File: src/rtl/cnn_infer_ctrl.sv
// cnn_infer_ctrl
//   Inference sequencer for the three-stage CNN classifier. A debounced
//   button press latches the switch-selected image index and fires a
//   one-cycle start at the image source. The controller then waits for the
//   dense layer's result, scans the class scores one per cycle for the
//   largest signed value (ties go to the lowest index) and holds the winner
//   on the LEDs until the next run.
//
//   Optional feature macro: CNN_INFER_CTRL_WDT_EN
//     defined   : a watchdog aborts a run whose dense result never arrives
//                 within WDT_CYCLES RUN cycles; timeout_o and led_o[7] flag it.
//     undefined : RUN waits indefinitely and timeout_o is tied low.
//
// Ports
//   clk            in   system clock
//   resetn         in   asynchronous active-low reset
//   sw[3:0]        in   image select, latched when a run is accepted
//   button         in   raw push button (asynchronous, active-high)
//   dense_valid    in   one-cycle pulse, dense_out holds a new result
//   dense_out      in   NUM_CLASS signed scores, class i at [i*DATA_BITS +: DATA_BITS]
//   img_sel_o[3:0] out  image index latched at start
//   img_start_o    out  one-cycle start pulse to the image source
//   busy_o         out  high while a run is in progress
//   class_o[2:0]   out  winning class index
//   result_valid_o out  one-cycle pulse when class_o updates
//   timeout_o      out  sticky watchdog flag for the last run
//   led_o[7:0]     out  [6:0] one-hot of the result, [7] = timeout_o
module cnn_infer_ctrl #(
    parameter int NUM_CLASS  = 7,
    parameter int DATA_BITS  = 8,
    parameter int DB_CYCLES  = 100000,
    parameter int WDT_CYCLES = 2000000
) (
    input  logic                           clk,
    input  logic                           resetn,
    input  logic [3:0]                     sw,
    input  logic                           button,
    input  logic                           dense_valid,
    input  logic [NUM_CLASS*DATA_BITS-1:0] dense_out,
    output logic [3:0]                     img_sel_o,
    output logic                           img_start_o,
    output logic                           busy_o,
    output logic [2:0]                     class_o,
    output logic                           result_valid_o,
    output logic                           timeout_o,
    output logic [7:0]                     led_o
);

    localparam int DB_W  = $clog2(DB_CYCLES + 1);
    localparam int IDX_W = 3;
    localparam logic [IDX_W-1:0] LAST_IDX = IDX_W'(NUM_CLASS - 1);

    typedef enum logic [2:0] {
        S_IDLE,
        S_ARM,
        S_RUN,
        S_ARGMAX,
        S_SHOW
    } state_t;

    state_t state_q, state_d;

    function automatic logic signed [DATA_BITS-1:0] score_at(
        input logic [NUM_CLASS*DATA_BITS-1:0] vec,
        input logic [IDX_W-1:0]               i
    );
        score_at = $signed(vec[i*DATA_BITS +: DATA_BITS]);
    endfunction

    function automatic logic [NUM_CLASS-1:0] one_hot(input logic [IDX_W-1:0] i);
        one_hot = NUM_CLASS'(1) << i;
    endfunction

    // ---- stage p0/p1: button synchronizer, debounce and edge detect ----
    logic            btn_sync_p0, btn_sync_p1;
    logic            btn_db;
    logic [DB_W-1:0] db_cnt;
    logic            go;
    logic            db_flip;

    // The debounced level follows the synchronized one only after they have
    // disagreed for DB_CYCLES consecutive cycles; agreement resets the count.
    assign db_flip = (btn_sync_p1 != btn_db) && (db_cnt == DB_W'(DB_CYCLES - 1));

    always_ff @(posedge clk or negedge resetn) begin
        if (!resetn) begin
            btn_sync_p0 <= 1'b0;
            btn_sync_p1 <= 1'b0;
            btn_db      <= 1'b0;
            db_cnt      <= '0;
            go          <= 1'b0;
        end else begin
            btn_sync_p0 <= button;
            btn_sync_p1 <= btn_sync_p0;
            if (btn_sync_p1 == btn_db) begin
                db_cnt <= '0;
            end else if (db_flip) begin
                db_cnt <= '0;
                btn_db <= btn_sync_p1;
            end else begin
                db_cnt <= db_cnt + 1'b1;
            end
            // Registered rising edge of the debounced level.
            go <= db_flip & btn_sync_p1;
        end
    end

    // ---- control decode ----
    logic                        accept_go;
    logic                        capture;
    logic                        last_cmp;
    logic                        wdt_hit;
    logic                        wdt_expire;
    logic [IDX_W-1:0]            idx;
    logic [IDX_W-1:0]            best_idx;
    logic [IDX_W-1:0]            winner;
    logic [NUM_CLASS*DATA_BITS-1:0] score_q;
    logic signed [DATA_BITS-1:0] best_score;
    logic signed [DATA_BITS-1:0] cur_score;
    logic                        better;
    logic [NUM_CLASS-1:0]        led_cls;
    logic                        timeout_q;

    assign accept_go  = ((state_q == S_IDLE) || (state_q == S_SHOW)) && go;
    assign capture    = (state_q == S_RUN) && dense_valid;
    assign last_cmp   = (state_q == S_ARGMAX) && (idx == LAST_IDX);
    // A result arriving on the terminal watchdog count still wins.
    assign wdt_expire = (state_q == S_RUN) && !dense_valid && wdt_hit;

    assign cur_score  = score_at(score_q, idx);
    // Strictly greater: on a tie the earlier (lower) index is kept.
    assign better     = cur_score > best_score;
    assign winner     = better ? idx : best_idx;

    // ---- watchdog ----
`ifdef CNN_INFER_CTRL_WDT_EN
    localparam int WDT_W = $clog2(WDT_CYCLES + 1);
    logic [WDT_W-1:0] wdt_cnt;

    // Cleared during ARM so it reads 0 in the first RUN cycle.
    always_ff @(posedge clk or negedge resetn) begin
        if (!resetn) begin
            wdt_cnt <= '0;
        end else if (state_q == S_ARM) begin
            wdt_cnt <= '0;
        end else if (state_q == S_RUN) begin
            wdt_cnt <= wdt_cnt + 1'b1;
        end
    end

    assign wdt_hit = (state_q == S_RUN) && (wdt_cnt == WDT_W'(WDT_CYCLES - 1));

    always_ff @(posedge clk or negedge resetn) begin
        if (!resetn) begin
            timeout_q <= 1'b0;
        end else if (accept_go) begin
            timeout_q <= 1'b0;
        end else if (wdt_expire) begin
            timeout_q <= 1'b1;
        end
    end
`else
    assign wdt_hit   = 1'b0;
    assign timeout_q = 1'b0;
`endif

    // ---- FSM ----
    always_ff @(posedge clk or negedge resetn) begin
        if (!resetn) begin
            state_q <= S_IDLE;
        end else begin
            state_q <= state_d;
        end
    end

    always_comb begin
        state_d = state_q;
        case (state_q)
            S_IDLE, S_SHOW: begin
                if (go) state_d = S_ARM;
            end
            S_ARM: begin
                state_d = S_RUN;
            end
            S_RUN: begin
                if (dense_valid) begin
                    state_d = S_ARGMAX;
                end else if (wdt_hit) begin
                    state_d = S_SHOW;
                end
            end
            S_ARGMAX: begin
                if (idx == LAST_IDX) state_d = S_SHOW;
            end
            default: begin
                state_d = S_IDLE;
            end
        endcase
    end

    // ---- stage p2: score capture and running maximum ----
    always_ff @(posedge clk) begin
        if (capture) begin
            score_q    <= dense_out;
            best_score <= score_at(dense_out, '0);
        end else if ((state_q == S_ARGMAX) && better) begin
            best_score <= cur_score;
        end
    end

    always_ff @(posedge clk or negedge resetn) begin
        if (!resetn) begin
            idx            <= '0;
            best_idx       <= '0;
            class_o        <= '0;
            led_cls        <= '0;
            result_valid_o <= 1'b0;
            img_sel_o      <= '0;
        end else begin
            result_valid_o <= 1'b0;
            if (accept_go) begin
                img_sel_o <= sw;
            end
            if (capture) begin
                idx      <= IDX_W'(1);
                best_idx <= '0;
            end else if (state_q == S_ARGMAX) begin
                idx <= idx + 1'b1;
                if (better) best_idx <= idx;
            end
            if (last_cmp) begin
                class_o        <= winner;
                led_cls        <= one_hot(winner);
                result_valid_o <= 1'b1;
            end
            // A timed-out run shows only the timeout LED.
            if (wdt_expire) begin
                led_cls <= '0;
            end
        end
    end

    // ---- outputs ----
    assign img_start_o = (state_q == S_ARM);
    assign busy_o      = (state_q == S_ARM) || (state_q == S_RUN) || (state_q == S_ARGMAX);
    assign timeout_o   = timeout_q;
    assign led_o       = {timeout_q, led_cls};

endmodule

File: config.mk
export PLATFORM = sky130hd
export DESIGN_NAME = cnn_infer_ctrl
export DESIGN_NICKNAME = d
export VERILOG_FILES = /design/src/rtl/cnn_infer_ctrl.sv
export SDC_FILE = /design/constraint.sdc
export NUM_CORES = 1
export LEC_CHECK = 0
export ABC_AREA = 1
export CORE_MARGIN = 2
export CORE_UTILIZATION = 35
export DETAILED_ROUTE_END_ITERATION = 8
export PLACE_DENSITY = 0.65
export RECOVER_POWER = 25
export SLEW_MARGIN = 20
export SYNTH_ARGS = -nofsm -noshare
export SYNTH_HDL_FRONTEND = slang
export SYNTH_SLANG_ARGS = --single-unit
File: constraint.sdc
create_clock -name clk -period 2.85 [get_ports clk]
set_input_delay 0.855 -clock clk [delete_from_list [all_inputs] [get_ports clk]]
set_output_delay 0.855 -clock clk [all_outputs]
set_load 0.05 [all_outputs]
# Word level (Yosys, flattened, before mapping)
# Index checks and enable logic that the tools add are counted.
# totals
reg_bits	109
latch_bits	0
ramBits	0
mem_bits_ro	0
input_bits	64
output_inout_bits	19
word_cells	60
mem_count	0
# classes
n_addsub	2
mul	0
div	0
magnitude_cmp	1
eq_ne	11
shifts	2
n_mux	14
bitwise_logic	2
n_reduce_logical	14
# ops
cell	n
indexed part select 56 x 7 -> 8 bit	1
two-way mux 17 bit	2
two-way mux 3 bit	8
adder 17 x 1 -> 17 bit, second input constant	1
equality test 17 bit, second input constant	1
two-way mux 8 bit	2
one-hot mux 3 bit (4 select lines)	1
greater-than comparator 8 bit	1
left shift 1 x 3 -> 7 bit, first input constant	1
equality test 3 x 2 -> 1 bit, second input constant	2
equality test 3 bit, second input constant	2
logical AND 1 bit	5
!= test 2 bit, second input constant	2
nonzero test 2 bit	2
adder 3 x 1 -> 3 bit, second input constant	1
equality test 3 x 1 -> 1 bit, second input constant	1
zero test 3 bit	1
logical OR 1 bit	3
AND reduction 3 bit	1
!= test 2 x 1 -> 1 bit, second input constant	1
AND reduction 2 bit	1
OR reduction 2 bit	1
bitwise AND 1 bit	1
equality test 1 bit	1
other kinds (3)	3

# Longest topological paths before layout
# Gate-level depths: netlist of the first run.
# logic_depth
word_depth	5
depth_mapped	21
ltp_nobuf	20

# Worst setup path before layout of the first run
# OpenSTA, ideal clock, no wires.
# synth_path
path_kind	register to register
startpoint	reg idx[0]
endpoint	reg best_score[0], enable pin
setup_ns	0.384
arrival_ns	2.564
required_time_ns	2.466
setup_slack_ns	-0.098
path_stages_with_launch	14
path_buffers	2
period_less_slack_ns	2.948
path_cell_list	dfrtp_1 -> buf_4 -> inv_2 -> buf_2 -> o21ai_0 -> a31oi_1 -> ha_1 -> a21oi_1 -> nor2_1 -> nor2_4 -> nand2_2 -> nand2_4 -> nand3_4 -> o21ai_0
# synth_between
elab_chain_len	4
# synth_rtl
item	line	text
start, declared	114	logic [IDX_W-1:0] idx;
start signal, assigned	228	idx <= idx + 1'b1;
indexed part select 56 x 7 -> 8 bit	67	score_at = $signed(vec[i*DATA_BITS +: DATA_BITS]);
greater-than comparator 8 bit	132	assign better = cur_score > best_score;
logical AND 1 bit	206	end else if ((state_q == S_ARGMAX) && better) begin
nonzero test 2 bit (no line)	n/a	
end signal, assigned	205	best_score <= score_at(dense_out, '0);
end signal, assigned	207	best_score <= cur_score;
end, declared	118	logic signed [DATA_BITS-1:0] best_score;
# Every way passes these cells.
# A chain may end at the register's enable or synchronous reset.

# Worst setup path after layout of the first run
# layout_path
startpoint	reg idx[0]
endpoint	reg best_score[7], enable pin
# The elaborated chain is that of the path after synthesis.

==> results by group, run 1 <==
Floorplan
  – Initial Utilization: 35.7%
  – Die width: 122 um
  – Core area: 13800 um^2
  – Die height: 122 um
  – Row count: 43
  – Top Ports: 83
  – Die area: 15000 um^2

Worst setup path
  – CP required: 2910 ps
  – Critical Path Sink Type: flip-flop
  – Critical path, cell by cell: buf_6 -> buf_6 -> nor2_1 -> nor2_1 -> o21ai_1 -> a31oi_1 -> ha_1 -> nand2_1 -> inv_2 -> nand2_1 -> nand2_1 -> nand2_2 -> nand2_2 -> nand2_4 -> nand3_4 -> o21ai_2 -> buf_6
  – CP max FO: 9
  – Startpoint types: flip-flop
  – Reg2Reg Capture Point: best_score[7]
  – Worst path top cell family by delay: simple AND/OR/NAND/NOR gates
  – Worst path slowest cell: dfrtp_2
  – Critical path class: reg2reg
  – Worst R2R Start: idx[0]
  – R2r worst-path depth: 17
  – Crit path buf inv count: 4
  – Worst R2R Setup Slack: 130 ps
  – CP arrival: 2780 ps
  – Critical path's largest stage delay: 460 ps

Timing
  – Slew Limit Headroom: 30.3%
  – Max-slew violation count: 0
  – # setup viols final: 0
  – Hold WS: 353 ps
  – Slew @ Worst Pin: 1050 ps
  – Final worst slack: 134 ps
  – Hold Vio Cnt, Final: 0
  – Final period util: 95.3%
  – Minimum clock period: 2720 ps
  – Worst clock skew: 8.60 ps
  – Max Freq: 0.368 GHz

Clock network
  – Post-CTS Hold Buffers: 0
  – Clock transition at path regs: 70 ps
  – Root Buffer: clkbuf_16
  – Clk buf depth: 2
  – CTS tree: built
  – CTS sink cnt: 109
  – H-Tree Depth: 3
  – Clock latency on the worst-skew pair: 350 ps
  – Num CTS Buffers: 9

Global route
  – First-pass GRT wire length: 17900 um
  – Pin count of the biggest net entering global routing: 67
  – Gr usage total: 15.5%
  – Gr ovfl total: 0
  – Initial antenna violation count: 0
  – Vias in the first global route: 3596

Drt
  – Via count: 3614
  – DR pass1 iterations: 4
  – Final WL: 11100 um
  – WL/cell: 14.8 um
  – DRT iter0 DRCs: 203
  – Final ANT Viol Nets: 0
  – Drt via density: 4.84
  – DR DRC count: 0

Finish
  – # fillers: 1290
  – Area grow syn2layout: 30.1%
  – Final net count: 637
  – ANT cells: 0
  – Multi-input logic area: 1680 um^2
  – Register area: 3050 um^2
  – Share of cells above drive strength 1: 14.1%
  – Final Non-Filler Cells: 747

Status
  – Status: finished clean

Worst hold path
  – Hold Path Class: reg2reg
  – Hold path startpoint: btn_sync_p0
  – Hold path depth: 0
  – Hold EP: btn_sync_p1

Logic synthesis
  – Synth warn: 0
  – Largest cells by area after synthesis: edfxtp_1, dfrtp_1, nand2_1, nor2_1, o21ai_0
  – Cell count after synthesis: 464
  – Post-synthesis cell area: 4910 um^2
  – Leading area contributor after synthesis: edfxtp_1
  – Top-area cell type share of the netlist area: 39.1%
  – Mean post-synth cell area: 10.6 um^2
  – Synth cell types: 37
  – Flops & latches, synth: 109
  – Seq/Total Area, Yosys: 62.1%

Placed design
  – Placed cells: 727
  – Dpl hpwl: 8240 um
  – Buffers added on ports: 80
  – GPL Wtd Cong: 0.858
  – Place WS: 73.4 ps

Job
  – Max-Cap Viols: 0

Power and ir drop
  – VDD IR max: 0.291 mV
  – Leakage: 2.52 nW
  – PwrDens: 486 nW/um^2
==> routing by layer <==
metal,up-vias,routed length (um),GRT usage (%)
li1,1774,-,-
met1,1739,4980,20.6
met2,88,5450,25.4
met3,13,461,2.74
met4,0,187,5.53
met5,-,0,0
==> power breakdown <==
| part | total, mW | internal [mW] | switching, mW |
|---|---|---|---|
| clock network | 1.28 | 0.693 | 0.590 |
| registers | 1.68 | 1.68 | 0.00492 |
| logic | 0.141 | 0.0833 | 0.0579 |
| total | 3.11 | 2.45 | 0.653 |
==> repair_timing <==
item / CTS / global route
resized for setup: 0 / 20
endpoints found under the setup margin: 0 / 18
setup buffers: 0 / 4
endpoints found under the hold margin: 0 / 0
==> metrics by stage <==
stage | power [mW] | util [%] | TNS [ps] | cell area, um^2
after floorplan | 1.75 | - | 0 | 4910
after global routing | 3.20 | 46.4 | -445 | 6390
after global placement | 1.86 | 43.5 | 0 | 5990
after detailed placement | 1.86 | 43.5 | 0 | 5990
after CTS | 3.14 | 45.7 | 0 | 6300
final | 3.11 | 46.4 | 0 | 6390
==> layout by cell type (no fill, tap or decap), types with 2 or more instances in the layout <==
master and n:
a21oi_1 12, o21ai_1 6, nor2_2 4, inv_6 3
clkinv_4 3, dfrtp_1 44, o22ai_1 4, ha_1 11
nand4_1 8, nand4_4 2, nand3_1 5, a211oi_2 2
xor2_1 2, a211oi_1 5, clkbuf_1 3, edfxtp_1 64
nor3_1 14, dlygate4sd3_1 11, nor3b_1 2, nand2_1 81
conb_1 2, clkbuf_16 9, buf_4 11, a31oi_1 8
mux2_2 4, o21ai_0 26, nor2_1 72, buf_6 5
inv_1 34, clkdlybuf4s50_1 67, nand3_2 4, nand3_4 2
nor2_4 10, nand2_2 7, inv_2 5
==> synthesized netlist by cell type <==
library cell  instances
buf_4                 5
o221ai_1              1
o21ai_1               3
nor2_2                5
nand4_2               1
nand4_4               1
nand3_1               5
nand3_2               4
ha_1                 11
xnor2_1               1
inv_2                 6
nor3_1               14
clkbuf_1              1
a211oi_1              7
nor3_2                1
o21ai_0              30
nand2_2               6
nand2_4               1
nand4_1               8
nand2_1              82
xor2_1                2
nand3_4               2
o21a_1                1
nor3b_1               2
o22ai_1               4
a21oi_1              13
a31oi_1               9
nor2_4                8
conb_1                1
nor2_1               73
dfrtp_1              45
clkinv_1              1
a221oi_1              1
inv_1                34
buf_2                 7
mux2_2                4
edfxtp_1             64
==> worst max-delay path by stage <==
stage          startpoint             to  slack (ps)  cells past startpoint
2_1_floorplan      idx[0]  best_score[0]         120                     13
3_3_place_gp       idx[0]  best_score[0]         160                     13
3_5_place_dp       idx[0]  best_score[0]          70                     13
4_1_cts        state_q[2]    img_start_o          40                      4
5_1_grt            idx[0]  best_score[7]         -60                     17
6_report           idx[0]  best_score[7]         130                     17
==> final cells by class <==
cell class	count	share of cell area [%]
Multi-Input combinational cell	302	26.4
Inverter	41	2.49
Tap cell	180	3.53
Sequential cell	109	47.7
Timing Repair Buffer	99	15.1
Clock inverter	7	1.27
Clock buffer	9	3.53
==> registers in the layout, summed over array words and instances, names as in the netlist, 3 cells and up <==
name	flops
best_score	8
best_idx	3
state_q	3
idx	3
db_cnt	17
img_sel_o	4
class_o	3
led_cls	7
score_q	56
==> cell families after synthesis <==
logic type                 synth area share [%]
buffers and inverters                      4.69
AOI/OAI and AO/OA                          7.92
adders and majority gates                  2.80
xor gates and xnor gates                  0.535
DFF                                        62.1
and+or+nand+nor                            21.0
other                                    0.0764
muxes                                     0.917
Note: power is estimated with default switching activity, not from simulation.
==> inputs of run 2 (changes only) <==
--- a/config.mk
+++ b/config.mk
@@ -8,2 +8,3 @@
 export ABC_AREA = 1
+export ABC_CLOCK_PERIOD_IN_PS = 2850
 export CORE_MARGIN = 2
--- a/constraint.sdc
+++ b/constraint.sdc
@@ -3,2 +3,2 @@
 set_output_delay 0.855 -clock clk [all_outputs]
-set_load 0.05 [all_outputs]
+set_load 0.005 [all_outputs]
==> run 2 against run 1 <==
Clock-buffer cell count unchanged. Global-route usage unchanged. Design area about the same. Fmax about the same. Combinational power decreased by 11%. Die area unchanged. First-iteration DRC count unchanged. Utilization about the same. Total power decreased by 0.49%. Final cell count unchanged. Worst hold slack unchanged. Critical path depth unchanged. Critical path type unchanged. Largest power group unchanged. Highest routed layer unchanged.
==> results by group, run 2 (synthesized netlist as in run 1, its figures left out) <==
Status
  – Status: finished clean

Drt
  – Final WL: 11100 um
  – WL/cell: 14.8 um
  – Final ANT Viol Nets: 0
  – DRT iter0 DRCs: 203
  – DR pass1 iterations: 4
  – Drt via density: 4.84
  – Via count: 3614
  – DR DRC count: 0

Global route
  – Gr usage total: 15.5%
  – Gr ovfl total: 0
  – First-pass GRT wire length: 17900 um
  – Initial antenna violation count: 0
  – Vias in the first global route: 3596
  – Pin count of the biggest net entering global routing: 67

Finish
  – Top reg by flops: score_q
  – Area grow syn2layout: 30.0%
  – Largest registers: score_q x56, db_cnt x17, best_score x8
  – Commonest non-fill, non-tap cell in the layout: nand2_1
  – ANT cells: 0
  – Design Area, Final: 6380 um^2
  – Max reg flops: 56
  – Most frequent cells in the layout: nand2_1, nor2_1, clkdlybuf4s50_1
  – Share of cells above drive strength 1: 14.1%
  – Final net count: 637

Worst setup path
  – CP startpoint: idx[0]
  – Critical path class: reg2reg
  – Worst R2R Start: idx[0]
  – Startpoint types: flip-flop
  – CP required: 2910 ps
  – R2r worst-path depth: 17
  – Critical Path Sink Type: flip-flop
  – Worst R2R Setup Slack: 130 ps
  – Reg2Reg Capture Point: best_score[7]
  – CP max FO: 9
  – Crit path capture: best_score[7]
  – CP arrival: 2780 ps

Placed design
  – Area post-placement: 5990 um^2
  – Dpl hpwl: 8240 um
  – GPL Wtd Cong: 0.858
  – Buffers added on ports: 80

Clock network
  – CTS tree: built
  – Clk buf depth: 2
  – Post-CTS Hold Buffers: 0
  – CTS sink cnt: 109
  – Root Buffer: clkbuf_16
  – Clock transition at path regs: 70 ps
  – H-Tree Depth: 3
  – Num CTS Buffers: 9
  – Clock latency on the worst-skew pair: 350 ps

Timing
  – Minimum clock period: 2720 ps
  – # setup viols final: 0
  – Hold Vio Cnt, Final: 0
  – Max Freq: 0.368 GHz
  – Hold WS: 353 ps
  – Max-slew violation count: 0
  – Slew Limit Headroom: 30.3%
  – Setup TNS: 0 ps
  – Worst clock skew: 8.60 ps
  – Slew @ Worst Pin: 1050 ps
  – Final period util: 95.3%

Worst hold path
  – Hold Path Class: reg2reg

Power and ir drop
  – Leakage: 2.50 nW
  – Clock power share: 41.5%
  – P_int: 2.45 mW
  – PwrDens: 484 nW/um^2
  – Psw: 0.638 mW
  – VDD IR max: 0.290 mV
  – Sw Share: 20.6%
  – Seq pwr share: 54.4%
  – Tot Pwr: 3.09 mW
  – Comb power frac: 4.1%

Floorplan
  – Core area: 13800 um^2
  – Top Ports: 83
  – Die area: 15000 um^2
  – Die width: 122 um
  – Initial Utilization: 35.7%
  – Die height: 122 um
  – Row count: 43

Job
  – Max-Cap Viols: 0
## run 2: cell types whose count changed in the layout (fill, tap and decap cells not counted)
cell             change
clkdlybuf4s50_1      +1
dlymetal6s2s_1       -1
## run 2: critical path, stage by stage (launching register included)
cell and delay (ps):
dfrtp_2 460, buf_6 150, buf_6 130, nor2_1 110
nor2_1 50, o21ai_1 90, a31oi_1 130, ha_1 350
nand2_1 100, inv_2 50, nand2_1 60, nand2_1 60
nand2_2 100, nand2_2 70, nand2_4 100, nand3_4 110
o21ai_2 180, buf_6 150
## run 2: worst min-delay path by stage
stage	slack, ps	cells past startpoint	end	from
2_1_floorplan	330	0	btn_sync_p1	btn_sync_p0
6_report	350	0	btn_sync_p1	btn_sync_p0
3_3_place_gp	340	0	btn_sync_p1	btn_sync_p0
4_1_cts	360	0	btn_sync_p1	btn_sync_p0
3_5_place_dp	340	0	btn_sync_p1	btn_sync_p0
5_1_grt	360	0	btn_sync_p1	btn_sync_p0
## run 2: cell type report
| class | instances | area [um^2] |
|---|---|---|
| Tap cell | 180 | 225 |
| Inverter | 41 | 159 |
| Timing Repair Buffer | 99 | 961 |
| Multi-Input combinational cell | 302 | 1680 |
| Fill cell | 1291 | 7390 |
| Sequential cell | 109 | 3050 |
| Clock buffer | 9 | 225 |
| Clock inverter | 7 | 81.3 |
## run 2: power groups by stage
stage / Sequential (mW) / Clock (mW) / Combinational (mW)
2_1_floorplan: 1.72 / 0 / 0.0163
3_3_place_gp: 1.72 / 0 / 0.131
3_5_place_dp: 1.72 / 0 / 0.133
4_1_cts: 1.68 / 1.31 / 0.133
5_1_grt: 1.68 / 1.36 / 0.137
6_report: 1.68 / 1.28 / 0.126
## run 2: timing repair
action | 4_1_cts | 5_1_grt
buffers inserted | 0 | 4
setup endpoints to repair | 0 | 17
gates resized for setup | 0 | 19
## run 2: metrics by stage
step,util (%),cells,setup slack [ps]
after floorplan,-,465,122
after global placement,43.5,727,164
after detailed placement,43.5,727,73.4
after CTS,45.7,743,56.9
after global routing,46.4,747,-56.1
final,46.4,747,134
## run 2: per-layer routing
layer,share of wire [%],global-route usage (%),vias to the layer above
met4,1.7,5.53,0
li1,-,-,1774
met5,0,0,-
met1,45,20.6,1738
met3,4.2,2.74,13
met2,49,25.4,89
